===== config.mk =====
export PLATFORM = sky130hd
export DESIGN_NAME = pwm_seq_flat
export DESIGN_NICKNAME = d
export VERILOG_FILES = /design/src/rtl/pwm_seq_pkg.sv /design/src/rtl/pwm_seq_if.sv /design/src/rtl/pwm_seq_regs.sv /design/src/rtl/pwm_seq.sv /design/src/flat_wrapper.sv
export SDC_FILE = /design/constraint.sdc
export NUM_CORES = 2
export LEC_CHECK = 0
export CORE_MARGIN = 8
export CORE_UTILIZATION = 35
export DETAILED_ROUTE_END_ITERATION = 6
export DONT_BUFFER_PORTS = 1
export HOLD_SLACK_MARGIN = 0.05
export PLACE_DENSITY = 0.54
export SETUP_SLACK_MARGIN = 0.3
export SLEW_MARGIN = 20
export SYNTH_ARGS = -nofsm -noshare
export SYNTH_HDL_FRONTEND = slang
export SYNTH_SLANG_ARGS = --single-unit

===== constraint.sdc =====
create_clock -name clk -period 3.5 [get_ports clk]
set_input_delay 0.35 -clock clk [delete_from_list [all_inputs] [get_ports clk]]
set_output_delay 0.35 -clock clk [all_outputs]
set_load 0.05 [all_outputs]

===== src/rtl/pwm_seq_pkg.sv =====
// pwm_seq_pkg: CPU-side register map, PWM target register offsets and the
// sequencer state encoding shared by the pwm_seq block and its register file.
package pwm_seq_pkg;

  // CPU-side register select values (addr_i[23:16]).
  localparam logic [7:0] REG_CTRL   = 8'h00;
  localparam logic [7:0] REG_STATUS = 8'h01;
  localparam logic [7:0] REG_LEN    = 8'h02;
  localparam logic [7:0] REG_PERIOD = 8'h20;
  localparam logic [7:0] REG_HIGH   = 8'h40;
  localparam logic [7:0] REG_HOLD   = 8'h60;

  // CTRL word bit positions.
  localparam int CTRL_START = 0;
  localparam int CTRL_LOOP  = 1;
  localparam int CTRL_STOP  = 2;
  localparam int CTRL_CH_LO = 4;

  // PWM block register selects: per-channel period (A) and high time (B)
  // banks, plus the global enable register (C).
  localparam logic [7:0]  PWM_A_BASE  = 8'h00;
  localparam logic [7:0]  PWM_B_BASE  = 8'h10;
  localparam logic [7:0]  PWM_C_REG   = 8'h04;
  localparam logic [31:0] PWM_C_VALUE = 32'd1;

  typedef enum logic [2:0] {
    ST_IDLE,
    ST_WR_A,
    ST_WR_B,
    ST_WR_C,
    ST_HOLD
  } state_t;

  // Place a register select into the PWM bus address; all other bits zero.
  function automatic logic [31:0] pwm_addr(input logic [7:0] sel);
    return {8'h00, sel, 16'h0000};
  endfunction

  // Per-channel register select inside a bank.
  function automatic logic [7:0] chan_sel(input logic [7:0] base, input logic [1:0] ch);
    return base + {6'b000000, ch};
  endfunction

endpackage


===== src/rtl/pwm_seq_if.sv =====
// pwm_seq_if: CPU-side register bus of the sequencer. The CPU (master)
// drives the write strobe, address and write data; the sequencer (slave)
// returns combinational read data for the selected register.
interface pwm_seq_if;
  logic        we_i;
  logic [31:0] addr_i;
  logic [31:0] data_i;
  logic [31:0] data_o;

  modport master (
    output we_i,
    output addr_i,
    output data_i,
    input  data_o
  );

  modport slave (
    input  we_i,
    input  addr_i,
    input  data_i,
    output data_o
  );
endinterface


===== src/rtl/pwm_seq_regs.sv =====
// pwm_seq_regs: CTRL/LEN/step-table storage for the PWM sequencer, the
// start/stop command decode, step-count clamping, the done sticky flag and
// the combinational CPU read mux. The table is plain registers because it
// must clear on reset and be readable combinationally from two ports.
module pwm_seq_regs
  import pwm_seq_pkg::*;
#(
  parameter int DEPTH  = 8,
  parameter int HOLD_W = 32,
  parameter int IDX_W  = $clog2(DEPTH)
) (
  input  logic              clk,
  input  logic              rst,
  pwm_seq_if.slave          bus,
  input  logic              busy,
  input  logic              done_set,
  input  logic [IDX_W-1:0]  idx,
  output logic              start_req,
  output logic              stop_req,
  output logic              loop,
  output logic [1:0]        ch,
  output logic [IDX_W:0]    len_eff,
  output logic              done_sticky,
  output logic [31:0]       period_rd,
  output logic [31:0]       high_rd,
  output logic [HOLD_W-1:0] hold_rd
);

  localparam int LEN_W = IDX_W + 1;

  logic [7:0]       sel;
  logic             ctrl_wr;
  logic             status_wr;
  logic             len_wr;
  logic [3:0]       ent;
  logic             ent_ok;
  logic [IDX_W-1:0] ent_idx;
  logic             unused_addr_bits;

  logic [31:0]       len_reg;
  logic              loop_reg;
  logic [1:0]        ch_reg;
  logic              done_sticky_reg;
  logic [31:0]       rdata_next;

  logic [31:0]       period_arr [DEPTH];
  logic [31:0]       high_arr   [DEPTH];
  logic [HOLD_W-1:0] hold_arr   [DEPTH];

  assign sel       = bus.addr_i[23:16];
  assign ctrl_wr   = bus.we_i && (sel == REG_CTRL);
  assign status_wr = bus.we_i && (sel == REG_STATUS);
  assign len_wr    = bus.we_i && (sel == REG_LEN);
  assign ent       = sel[3:0];
  assign ent_ok    = ({1'b0, ent} < 5'(DEPTH));
  assign ent_idx   = ent[IDX_W-1:0];

  // Only the register select byte of the address is decoded.
  assign unused_addr_bits = ^{bus.addr_i[31:24], bus.addr_i[15:0]};

  // Stop takes priority over start; start is only accepted while idle.
  assign stop_req  = ctrl_wr && bus.data_i[CTRL_STOP];
  assign start_req = ctrl_wr && bus.data_i[CTRL_START] && !bus.data_i[CTRL_STOP] && !busy;

  // One register set per table entry, each with its own write decode.
  genvar gi;
  generate
    for (gi = 0; gi < DEPTH; gi++) begin : g_tbl
      logic [31:0]       period_reg;
      logic [31:0]       high_reg;
      logic [HOLD_W-1:0] hold_reg;

      // Capture CPU writes to this entry's PERIOD/HIGH/HOLD words.
      always_ff @(posedge clk) begin
        if (!rst) begin
          period_reg <= '0;
          high_reg   <= '0;
          hold_reg   <= '0;
        end else if (bus.we_i) begin
          if (sel == (REG_PERIOD + 8'(gi))) period_reg <= bus.data_i;
          if (sel == (REG_HIGH + 8'(gi)))   high_reg   <= bus.data_i;
          if (sel == (REG_HOLD + 8'(gi)))   hold_reg   <= HOLD_W'(bus.data_i);
        end
      end

      assign period_arr[gi] = period_reg;
      assign high_arr[gi]   = high_reg;
      assign hold_arr[gi]   = hold_reg;
    end
  endgenerate

  // LEN storage, run options latched on an accepted start, done sticky flag.
  always_ff @(posedge clk) begin
    if (!rst) begin
      len_reg         <= '0;
      loop_reg        <= 1'b0;
      ch_reg          <= 2'b00;
      done_sticky_reg <= 1'b0;
    end else begin
      if (len_wr) len_reg <= bus.data_i;
      if (start_req) begin
        loop_reg <= bus.data_i[CTRL_LOOP];
        ch_reg   <= bus.data_i[CTRL_CH_LO +: 2];
      end
      // A completion in the same cycle as a STATUS write keeps the flag set.
      if (done_set)       done_sticky_reg <= 1'b1;
      else if (status_wr) done_sticky_reg <= 1'b0;
    end
  end

  // Effective step count: zero runs one step, oversize runs the whole table.
  always_comb begin
    len_eff = len_reg[LEN_W-1:0];
    if (len_reg == 32'd0)             len_eff = LEN_W'(1);
    else if (len_reg > 32'(DEPTH))    len_eff = LEN_W'(DEPTH);
  end

  // CPU read mux; forced to zero while reset is held.
  always_comb begin
    rdata_next = '0;
    if (rst) begin
      if (sel == REG_STATUS) begin
        rdata_next = {20'h00000, 4'(idx), 6'b000000, done_sticky_reg, busy};
      end else if (sel == REG_LEN) begin
        rdata_next = len_reg;
      end else if (ent_ok) begin
        case (sel[7:4])
          4'h2:    rdata_next = period_arr[ent_idx];
          4'h4:    rdata_next = high_arr[ent_idx];
          4'h6:    rdata_next = 32'(hold_arr[ent_idx]);
          default: rdata_next = '0;
        endcase
      end
    end
  end

  assign bus.data_o  = rdata_next;
  assign loop        = loop_reg;
  assign ch          = ch_reg;
  assign done_sticky = done_sticky_reg;
  assign period_rd   = period_arr[idx];
  assign high_rd     = high_arr[idx];
  assign hold_rd     = hold_arr[idx];

endmodule


===== src/rtl/pwm_seq.sv =====
// pwm_seq: autonomous step sequencer driving one channel of the 4-channel
// PWM peripheral. Walks a table of (period, high, hold) steps, writing the
// channel's period and high-time registers per step (plus the enable
// register once at the start of a run) and holding each step for a
// programmed number of cycles.
// Optional build macro PWM_SEQ_IRQ_EN adds irq_o, mirroring the done sticky.
module pwm_seq
  import pwm_seq_pkg::*;
#(
  parameter int DEPTH  = 8,
  parameter int HOLD_W = 32
) (
  input  logic        clk,
  input  logic        rst,
  pwm_seq_if.slave    bus,
  output logic        pwm_we_o,
  output logic [31:0] pwm_addr_o,
  output logic [31:0] pwm_data_o,
  output logic        busy_o,
  output logic        done_o
`ifdef PWM_SEQ_IRQ_EN
  ,
  output logic        irq_o
`endif
);

  localparam int IDX_W = $clog2(DEPTH);
  localparam int LEN_W = IDX_W + 1;

  state_t            state_reg, state_next;
  logic [IDX_W-1:0]  idx_reg, idx_next;
  logic [HOLD_W-1:0] cnt_reg, cnt_next;
  logic              first_reg, first_next;
  logic              done_reg, done_next;

  logic              start_req;
  logic              stop_req;
  logic              loop;
  logic [1:0]        ch;
  logic [LEN_W-1:0]  len_eff;
  logic              done_sticky;
  logic [31:0]       period_rd;
  logic [31:0]       high_rd;
  logic [HOLD_W-1:0] hold_rd;

  logic [HOLD_W-1:0] hold_load;
  logic [LEN_W-1:0]  idx_inc;
  logic              last_step;
  logic              busy;
  logic              wr_we;
  logic [31:0]       wr_addr;
  logic [31:0]       wr_data;

  assign busy      = (state_reg != ST_IDLE);
  assign hold_load = (hold_rd == '0) ? HOLD_W'(1) : hold_rd;
  assign idx_inc   = {1'b0, idx_reg} + LEN_W'(1);
  assign last_step = (idx_inc >= len_eff);

  pwm_seq_regs #(
    .DEPTH  (DEPTH),
    .HOLD_W (HOLD_W),
    .IDX_W  (IDX_W)
  ) u_regs (
    .clk         (clk),
    .rst         (rst),
    .bus         (bus),
    .busy        (busy),
    .done_set    (done_next | done_reg),
    .idx         (idx_reg),
    .start_req   (start_req),
    .stop_req    (stop_req),
    .loop        (loop),
    .ch          (ch),
    .len_eff     (len_eff),
    .done_sticky (done_sticky),
    .period_rd   (period_rd),
    .high_rd     (high_rd),
    .hold_rd     (hold_rd)
  );

  // Sequencer state, step index, hold counter and done pulse registers.
  always_ff @(posedge clk) begin
    if (!rst) begin
      state_reg <= ST_IDLE;
      idx_reg   <= '0;
      cnt_reg   <= '0;
      first_reg <= 1'b0;
      done_reg  <= 1'b0;
    end else begin
      state_reg <= state_next;
      idx_reg   <= idx_next;
      cnt_reg   <= cnt_next;
      first_reg <= first_next;
      done_reg  <= done_next;
    end
  end

  // Next-state logic and the PWM write issued in each write state.
  always_comb begin
    state_next = state_reg;
    idx_next   = idx_reg;
    cnt_next   = cnt_reg;
    first_next = first_reg;
    done_next  = 1'b0;
    wr_we      = 1'b0;
    wr_addr    = '0;
    wr_data    = '0;

    case (state_reg)
      ST_IDLE: begin
        if (start_req) begin
          state_next = ST_WR_A;
          idx_next   = '0;
          first_next = 1'b1;
        end
      end
      ST_WR_A: begin
        wr_we      = 1'b1;
        wr_addr    = pwm_addr(chan_sel(PWM_A_BASE, ch));
        wr_data    = period_rd;
        state_next = ST_WR_B;
      end
      ST_WR_B: begin
        wr_we   = 1'b1;
        wr_addr = pwm_addr(chan_sel(PWM_B_BASE, ch));
        wr_data = high_rd;
        // The enable write happens once per run, not again after a loop wrap.
        if (first_reg) begin
          state_next = ST_WR_C;
        end else begin
          state_next = ST_HOLD;
          cnt_next   = hold_load;
        end
      end
      ST_WR_C: begin
        wr_we      = 1'b1;
        wr_addr    = pwm_addr(PWM_C_REG);
        wr_data    = PWM_C_VALUE;
        first_next = 1'b0;
        state_next = ST_HOLD;
        cnt_next   = hold_load;
      end
      ST_HOLD: begin
        if (cnt_reg == HOLD_W'(1)) begin
          if (!last_step) begin
            idx_next   = idx_inc[IDX_W-1:0];
            state_next = ST_WR_A;
          end else if (loop) begin
            idx_next   = '0;
            state_next = ST_WR_A;
          end else begin
            state_next = ST_IDLE;
            done_next  = 1'b1;
          end
        end else begin
          cnt_next = cnt_reg - HOLD_W'(1);
        end
      end
      default: begin
        state_next = ST_IDLE;
      end
    endcase

    // Stop abandons the run from any state without signalling completion.
    if (stop_req) begin
      state_next = ST_IDLE;
      done_next  = 1'b0;
    end
  end

  // Outputs are held low for as long as reset is asserted.
  assign pwm_we_o   = rst & wr_we;
  assign pwm_addr_o = rst ? wr_addr : 32'd0;
  assign pwm_data_o = rst ? wr_data : 32'd0;
  assign busy_o     = rst & busy;
  assign done_o     = rst & done_reg;

`ifdef PWM_SEQ_IRQ_EN
  assign irq_o = rst & done_sticky;
`else
  logic unused_done_sticky;
  assign unused_done_sticky = done_sticky;
`endif

endmodule

===== src/flat_wrapper.sv =====
// flat-port wrapper written by rule: the top's interface ports become plain ports
module pwm_seq_flat import pwm_seq_pkg::*;
#(
  parameter int DEPTH  = 8,
  parameter int HOLD_W = 32
)
  (clk, rst, pwm_we_o, pwm_addr_o, pwm_data_o, busy_o, done_o, bus_we_i, bus_addr_i, bus_data_i, bus_data_o);
  pwm_seq_if bus_i ();
  input  logic clk;
  input  logic rst;
  output logic pwm_we_o;
  output logic [31:0] pwm_addr_o;
  output logic [31:0] pwm_data_o;
  output logic busy_o;
  output logic done_o;
  input wire logic [$bits(bus_i.we_i)-1:0] bus_we_i;
  input wire logic [$bits(bus_i.addr_i)-1:0] bus_addr_i;
  input wire logic [$bits(bus_i.data_i)-1:0] bus_data_i;
  output wire logic [$bits(bus_i.data_o)-1:0] bus_data_o;
  assign bus_i.we_i = bus_we_i;
  assign bus_i.addr_i = bus_addr_i;
  assign bus_i.data_i = bus_data_i;
  assign bus_data_o = bus_i.data_o;
  pwm_seq #(.DEPTH(DEPTH), .HOLD_W(HOLD_W)) u_core (.clk(clk), .rst(rst), .bus(bus_i), .pwm_we_o(pwm_we_o), .pwm_addr_o(pwm_addr_o), .pwm_data_o(pwm_data_o), .busy_o(busy_o), .done_o(done_o));
endmodule

### Word level (Yosys, flattened, before mapping)

Index checks and enable logic that the tools add are counted.

* multiplexer cells: 54
* order comparisons: 5
* equality and inequality tests: 39
* reductions and logical operators: 48
* add/subtract/negate cells: 3
* bitwise operators: 7

Operator list (number)
* $mux W32: 20
* $bmux W32 S3: 6
* $pmux W32 S3: 3
* $eq A8 B7 Y1 const B: 16
* $pmux W24 S3: 1
* $eq A8 B6 Y1 const B: 8
* $logic_not A32 Y1: 2
* $reduce_and A2 Y1: 26
* $eq A32 B1 Y1 const B: 1
* $gt A32 B4 Y1 const B: 1
* $sub A32 B1 Y32 const B: 1
* $mux W24: 1
* $mux W3: 8
* $pmux W3 S5: 1
* $mux W1: 10
* $eq A4 B3 Y1 const B: 2
* $eq A8 B1 Y1 const B: 1
* $eq A8 B2 Y1 const B: 1
* $ge A4 B4 Y1 const B: 2
* $logic_not A8 Y1: 1
* $mux W4: 2
* $not A3 Y4: 2
* $logic_and A1 B1 Y1: 7
* $add A5 B2 Y6 const A: 1
* other kinds (23): 32

* flip-flop bits (word level): 844
* logic and storage cells: 189

### Depth between registers and ports, before layout

* depth after elaboration: 10
* mapped depth: 12
* gate-level depth less buffers: 12

### By module

Synthesis repeated with hierarchy kept, for this count alone.

* cells, all modules: 5235
* area total of the unflattened synthesis: 44208.6 um^2

By module, submodules not included
* pwm_seq_regs: area each 40720.3 um^2, cells each 4736, times used 1
* pwm_seq: area each 3488.3 um^2, cells each 499, times used 1

### Least setup slack after synthesis

OpenSTA, ideal clock, no wires.

* path kind: register -> output
* start point: reg u_core.idx_reg[2]
* end point: out pwm_data_o[0]
* cell stages (with the launch flop): 7
* arrival time: 4.085 ns
* path slack: -0.935 ns
* buffers on the path: 4
* required time: 3.150 ns
* path through: dfxtp_1 -> buf_2 -> clkbuf_1 -> buf_2 -> buf_1 -> nand2_1 -> a2111oi_0

* longest elaborated chain between the ends: 6
* elaborated cells between the ends (all ways): 9
* classes of those cells: mux (8); bitwise (1)

RTL lines
* from (decl): line pwm_seq.sv:31 `logic [IDX_W-1:0] idx_reg, idx_next;`
* from (signal assigned): line pwm_seq.sv:91 `idx_reg <= idx_next;`
* $not A3 Y4 (implied by the code) *: line pwm_seq_regs.sv:141, pwm_seq_regs.sv:142
* $bmux W32 S3, on equally long branches: line pwm_seq_regs.sv:142, pwm_seq_regs.sv:141
* $mux W32, on equally long branches (2 in a row): line pwm_seq_regs.sv:142, pwm_seq_regs.sv:141
* $pmux W32 S3 *: line pwm_seq.sv:109 `case (state_reg)`
* $mux W32 *: line pwm_seq.sv:174 `assign pwm_data_o = rst ? wr_data : 32'd0;`
* to (decl): line flat_wrapper.sv:13 `output logic [31:0] pwm_data_o;`

Mark *: on every way between the ends. The rest lies on a longest branch, timed or not. The select of a mux whose other input is x is not followed.

### Worst setup path in the final report

* start point: reg u_core.u_regs.g_tbl[3].hold_reg[0]
* end point: out bus_data_o[0]

* longest elaborated chain between the ends: 8

RTL lines
* from (decl): line pwm_seq_regs.sv:71 `logic [HOLD_W-1:0] hold_reg;`
* from (signal assigned): line pwm_seq_regs.sv:82 `if (sel == (REG_HOLD + 8'(gi))) hold_reg <= HOLD_W'(bus.data_i);`
* $bmux W32 S3: line pwm_seq_regs.sv:130 `4'h6: rdata_next = 32'(hold_arr[ent_idx]);`
* $mux W32 (implied by the code) (2 in a row): line pwm_seq_regs.sv:130
* $pmux W32 S3: line pwm_seq_regs.sv:127 `case (sel[7:4])`
* $mux W32: line pwm_seq_regs.sv:126 `end else if (ent_ok) begin`
* $mux W32: line pwm_seq_regs.sv:124 `end else if (sel == REG_LEN) begin`
* $mux W32: line pwm_seq_regs.sv:122 `if (sel == REG_STATUS) begin`
* $mux W32: line pwm_seq_regs.sv:121 `if (rst) begin`
* to (decl): line flat_wrapper.sv:19 `output wire logic [$bits(bus_i.data_o)-1:0] bus_data_o;`

No other way between the ends. The select of a mux whose other input is x is not followed.

==> summary.txt <==
Outcome
  – Status: completed

Die
  – Die Width: 368 um
  – I/O pin count: 166
  – Die ar.: 135000 um2
  – Core area: 123000 um2
  – Row cnt: 129
  – Chip Height: 368 um
  – Initial core utilization: 35.2%

Power and ir drop
  – Pwr Density: 412 nW/um2
  – Pleak: 15.7 nW
  – Peak VDD IR: 0.000365 V

Timing
  – Slew @ Worst Pin: 1.32 ns
  – Final Max Slew Viols: 0
  – Unrepaired setup endpoints after global routing: yes
  – Period utilisation layout: 95.5%
  – Final setup viols: 0
  – Top achievable clock speed: 299 MHz
  – Final min period: 3.34 ns
  – Setup TNS Final: 0 ns
  – Relative slew slack: 11.9%
  – Final Hold Viols: 0
  – Clk_skew: 0.0238 ns

Setup path
  – Startpoint types: flop
  – Critical path endpoint category: output pin
  – Reg2Reg Depth: 12
  – Worst path required time: 3.15 ns
  – Worst Path Arrival: 2.99 ns
  – R2R setup slack: 0.38 ns
  – Setup CP Type: reg -> out
  – Worst-path fanout max: 3

Synth
  – Post-Syn Instances: 4971
  – Post-synthesis sequential area ratio: 39.0%
  – Number of synthesized flops with an enable pin: 0
  – Synth Flop Type: dfxtp_1
  – Largest cells by area after synthesis: dfxtp_1, mux4_2, nand2_1
  – Mean area per synthesized cell: 8.71 um2
  – Area leader, netlist: dfxtp_1
  – #FFs+latches synth: 844
  – Library cells used by synthesis: 68
  – Post-synth ARST share: 0%
  – Cell area after synthesis: 43300 um2
  – Yosys warns: 0
  – Post-synth top area share: 39.0%

Job
  – Number of max-cap violations: 0

Global routing
  – Largest net degree at the start of global routing: 207
  – Initial antenna violation count: 5
  – First-pass GRT wire length: 245000 um
  – Number of global-route vias before repair: 35500
  – GRT Total Usage: 23.7%
  – GRT overflow: 0

Final layout
  – Cell area after layout: 50400 um2
  – # fillers: 12000
  – Synth-to-Final Area Change: 16.5%
  – Share of layout cells above drive strength 1: 19.4%
  – Layout Nets: 4936

Clock tree
  – Num CTS Buffers: 94
  – Root Buffer: clkbuf_16
  – CTS tree: done
  – Worst-path clk slew: 0.06 ns
  – Clock Latency Late Sink: 0.67 ns
  – CTS Sinks: 844
  – Htree depth: 3
  – CTS max path bufs: 3

Placed design
  – Placed Area: 45100 um2
  – Port Buffers: 0
  – GP Congestion: 0.862
  – Dpl hpwl: 97300 um

Route
  – Iter 0 DRT Violations: 4463
  – Initial DRT Pass Iterations: 6
  – Final ANT Viol Nets: 0
  – Vias: 38300
  – # DRC: 0
  – Vias per cell: 5.82
  – Total Routed Length: 169000 um
  – Routed length per instance: 25.7 um

Min path
  – Hold/Removal Path Class: in -> reg
  – Hold path depth: 4
synth_stat cells, types with 4 or more instances:
| library cell | n |
|---|---|
| a211oi_1 | 17 |
| a21o_1 | 4 |
| a21oi_1 | 828 |
| a222oi_1 | 5 |
| a22o_1 | 12 |
| a22oi_1 | 22 |
| a311oi_1 | 6 |
| a31oi_1 | 6 |
| and2_1 | 38 |
| and3_1 | 9 |
| buf_1 | 26 |
| buf_2 | 95 |
| buf_4 | 44 |
| buf_6 | 4 |
| clkbuf_1 | 360 |
| dfxtp_1 | 844 |
| ha_1 | 7 |
| inv_1 | 7 |
| mux2_2 | 32 |
| mux2i_1 | 176 |
| mux4_1 | 6 |
| mux4_2 | 362 |
| nand2_1 | 1629 |
| nand2b_1 | 6 |
| nand3_1 | 11 |
| nand4_1 | 11 |
| nor2_1 | 147 |
| nor2b_1 | 5 |
| nor3_1 | 31 |
| nor4_1 | 17 |
| o21ai_0 | 55 |
| o22a_1 | 6 |
| o22ai_1 | 73 |
| o22ai_2 | 6 |
| o31ai_1 | 8 |
| or3_1 | 6 |
worst paths after layout:
path	startpoint	to
max	u_core.u_regs.g_tbl[3].hold_reg[0]$_SDFFE_PN0P_	bus_data_o[0]
min reg2reg	u_core.u_regs.g_tbl[3].hold_reg[0]$_SDFFE_PN0P_	u_core.u_regs.g_tbl[3].hold_reg[0]$_SDFFE_PN0P_
min	bus_data_i[2]	u_core.u_regs.loop$_SDFFE_PN0P_
max reg2reg	u_core.u_regs.len_reg[30]$_SDFFE_PN0P_	u_core.state_reg[0]$_SDFFE_PP0P_
worst max-delay path, cell delays in order (launching register included):
cell	delay [ns]
dfxtp_2	0.32
mux4_2	0.50
mux2i_4	0.22
o22a_1	0.17
o21ai_1	0.06
a222oi_1	0.70
nor2_1	0.14
buf_6	0.19
through the flow:
| stage | worst slack (ns) | std cells | hold WS, ns | utilization (%) | total power [W] |
|---|---|---|---|---|---|
| after floorplan | 0.377 | 4998 | 0.441 | - | 0.0105 |
| after global placement | 0.181 | 6290 | 0.449 | 36.6 | 0.0104 |
| after detailed placement | 0.241 | 6290 | 0.454 | 36.6 | 0.0104 |
| after CTS | 0.240 | 6561 | 0.0733 | 40.6 | 0.0209 |
| after global routing | 0.143 | 6576 | 0.112 | 40.9 | 0.0213 |
| final | 0.157 | 6578 | 0.103 | 40.9 | 0.0208 |
placed cells by master (no fill, tap or decap), types with 19 or more instances in the layout:
cell and count:
a21oi_1 826, a22oi_1 21, and2_4 22, buf_12 43
buf_4 164, clkbuf_16 98, clkbuf_8 27, clkinv_2 22
conb_1 28, dfxtp_1 834, dlygate4sd3_1 43, mux2_2 32
mux2i_1 146, mux4_2 362, nand2_1 1609, nand2_2 19
nor2_1 120, nor2_4 25, nor3_1 30, o21ai_0 53
o22ai_1 67
cell families (layout without fill, tap and decap cells):
group           Yosys count  count (layout)  synth area share (%)
compound gates         1069            1069                  13.4
xor+xnor                  4               4                0.0809
fa+ha+maj                 7               7                 0.202
buf+inv                 539             479                  5.47
flops                   844             844                  39.0
mux                     576             576                  24.1
other cells               1              31               0.00866
simple gates           1931            1931                  17.7
where the power goes:
| part | total, W | switching [W] | internal, W |
|---|---|---|---|
| clock network | 0.0103 | 0.00434 | 0.00597 |
| registers | 0.00962 | 0.00000942 | 0.00962 |
| logic | 0.000820 | 0.000576 | 0.000244 |
| total | 0.0208 | 0.00492 | 0.0158 |
layer usage:
metal	global-route usage, %	vias up	wire, um	share of wire (%)
li1	-	17100	-	-
met1	33.2	19000	71800	42
met2	36.6	1863	75800	45
met3	4.07	323	15400	9.1
met4	9.07	4	6170	3.6
met5	0	-	12	0.0071
final cells by class:
type | instances | area [um2] | area share [%]
diodes | 3 | 7.51 | 0.0149
multi-input cells | 3615 | 24800 | 49.3
well taps | 1637 | 2050 | 4.06
flip-flops and latches | 844 | 16900 | 33.6
repair buffers | 299 | 3390 | 6.72
clock buffers | 137 | 2780 | 5.52
clock inverters | 35 | 398 | 0.789
inverters | 8 | 37.5 | 0.0745
what timing repair did:
action                                 in CTS  in global routing
cloned                                     11                  4
setup endpoints to repair                  40                 58
pin swaps                                   6                 13
hold buffers                               72                  0
gates resized for setup                    79                 77
setup buffers                              16                 10
endpoints found under the hold margin     829                  0
(Power assumes the default switching activity.)
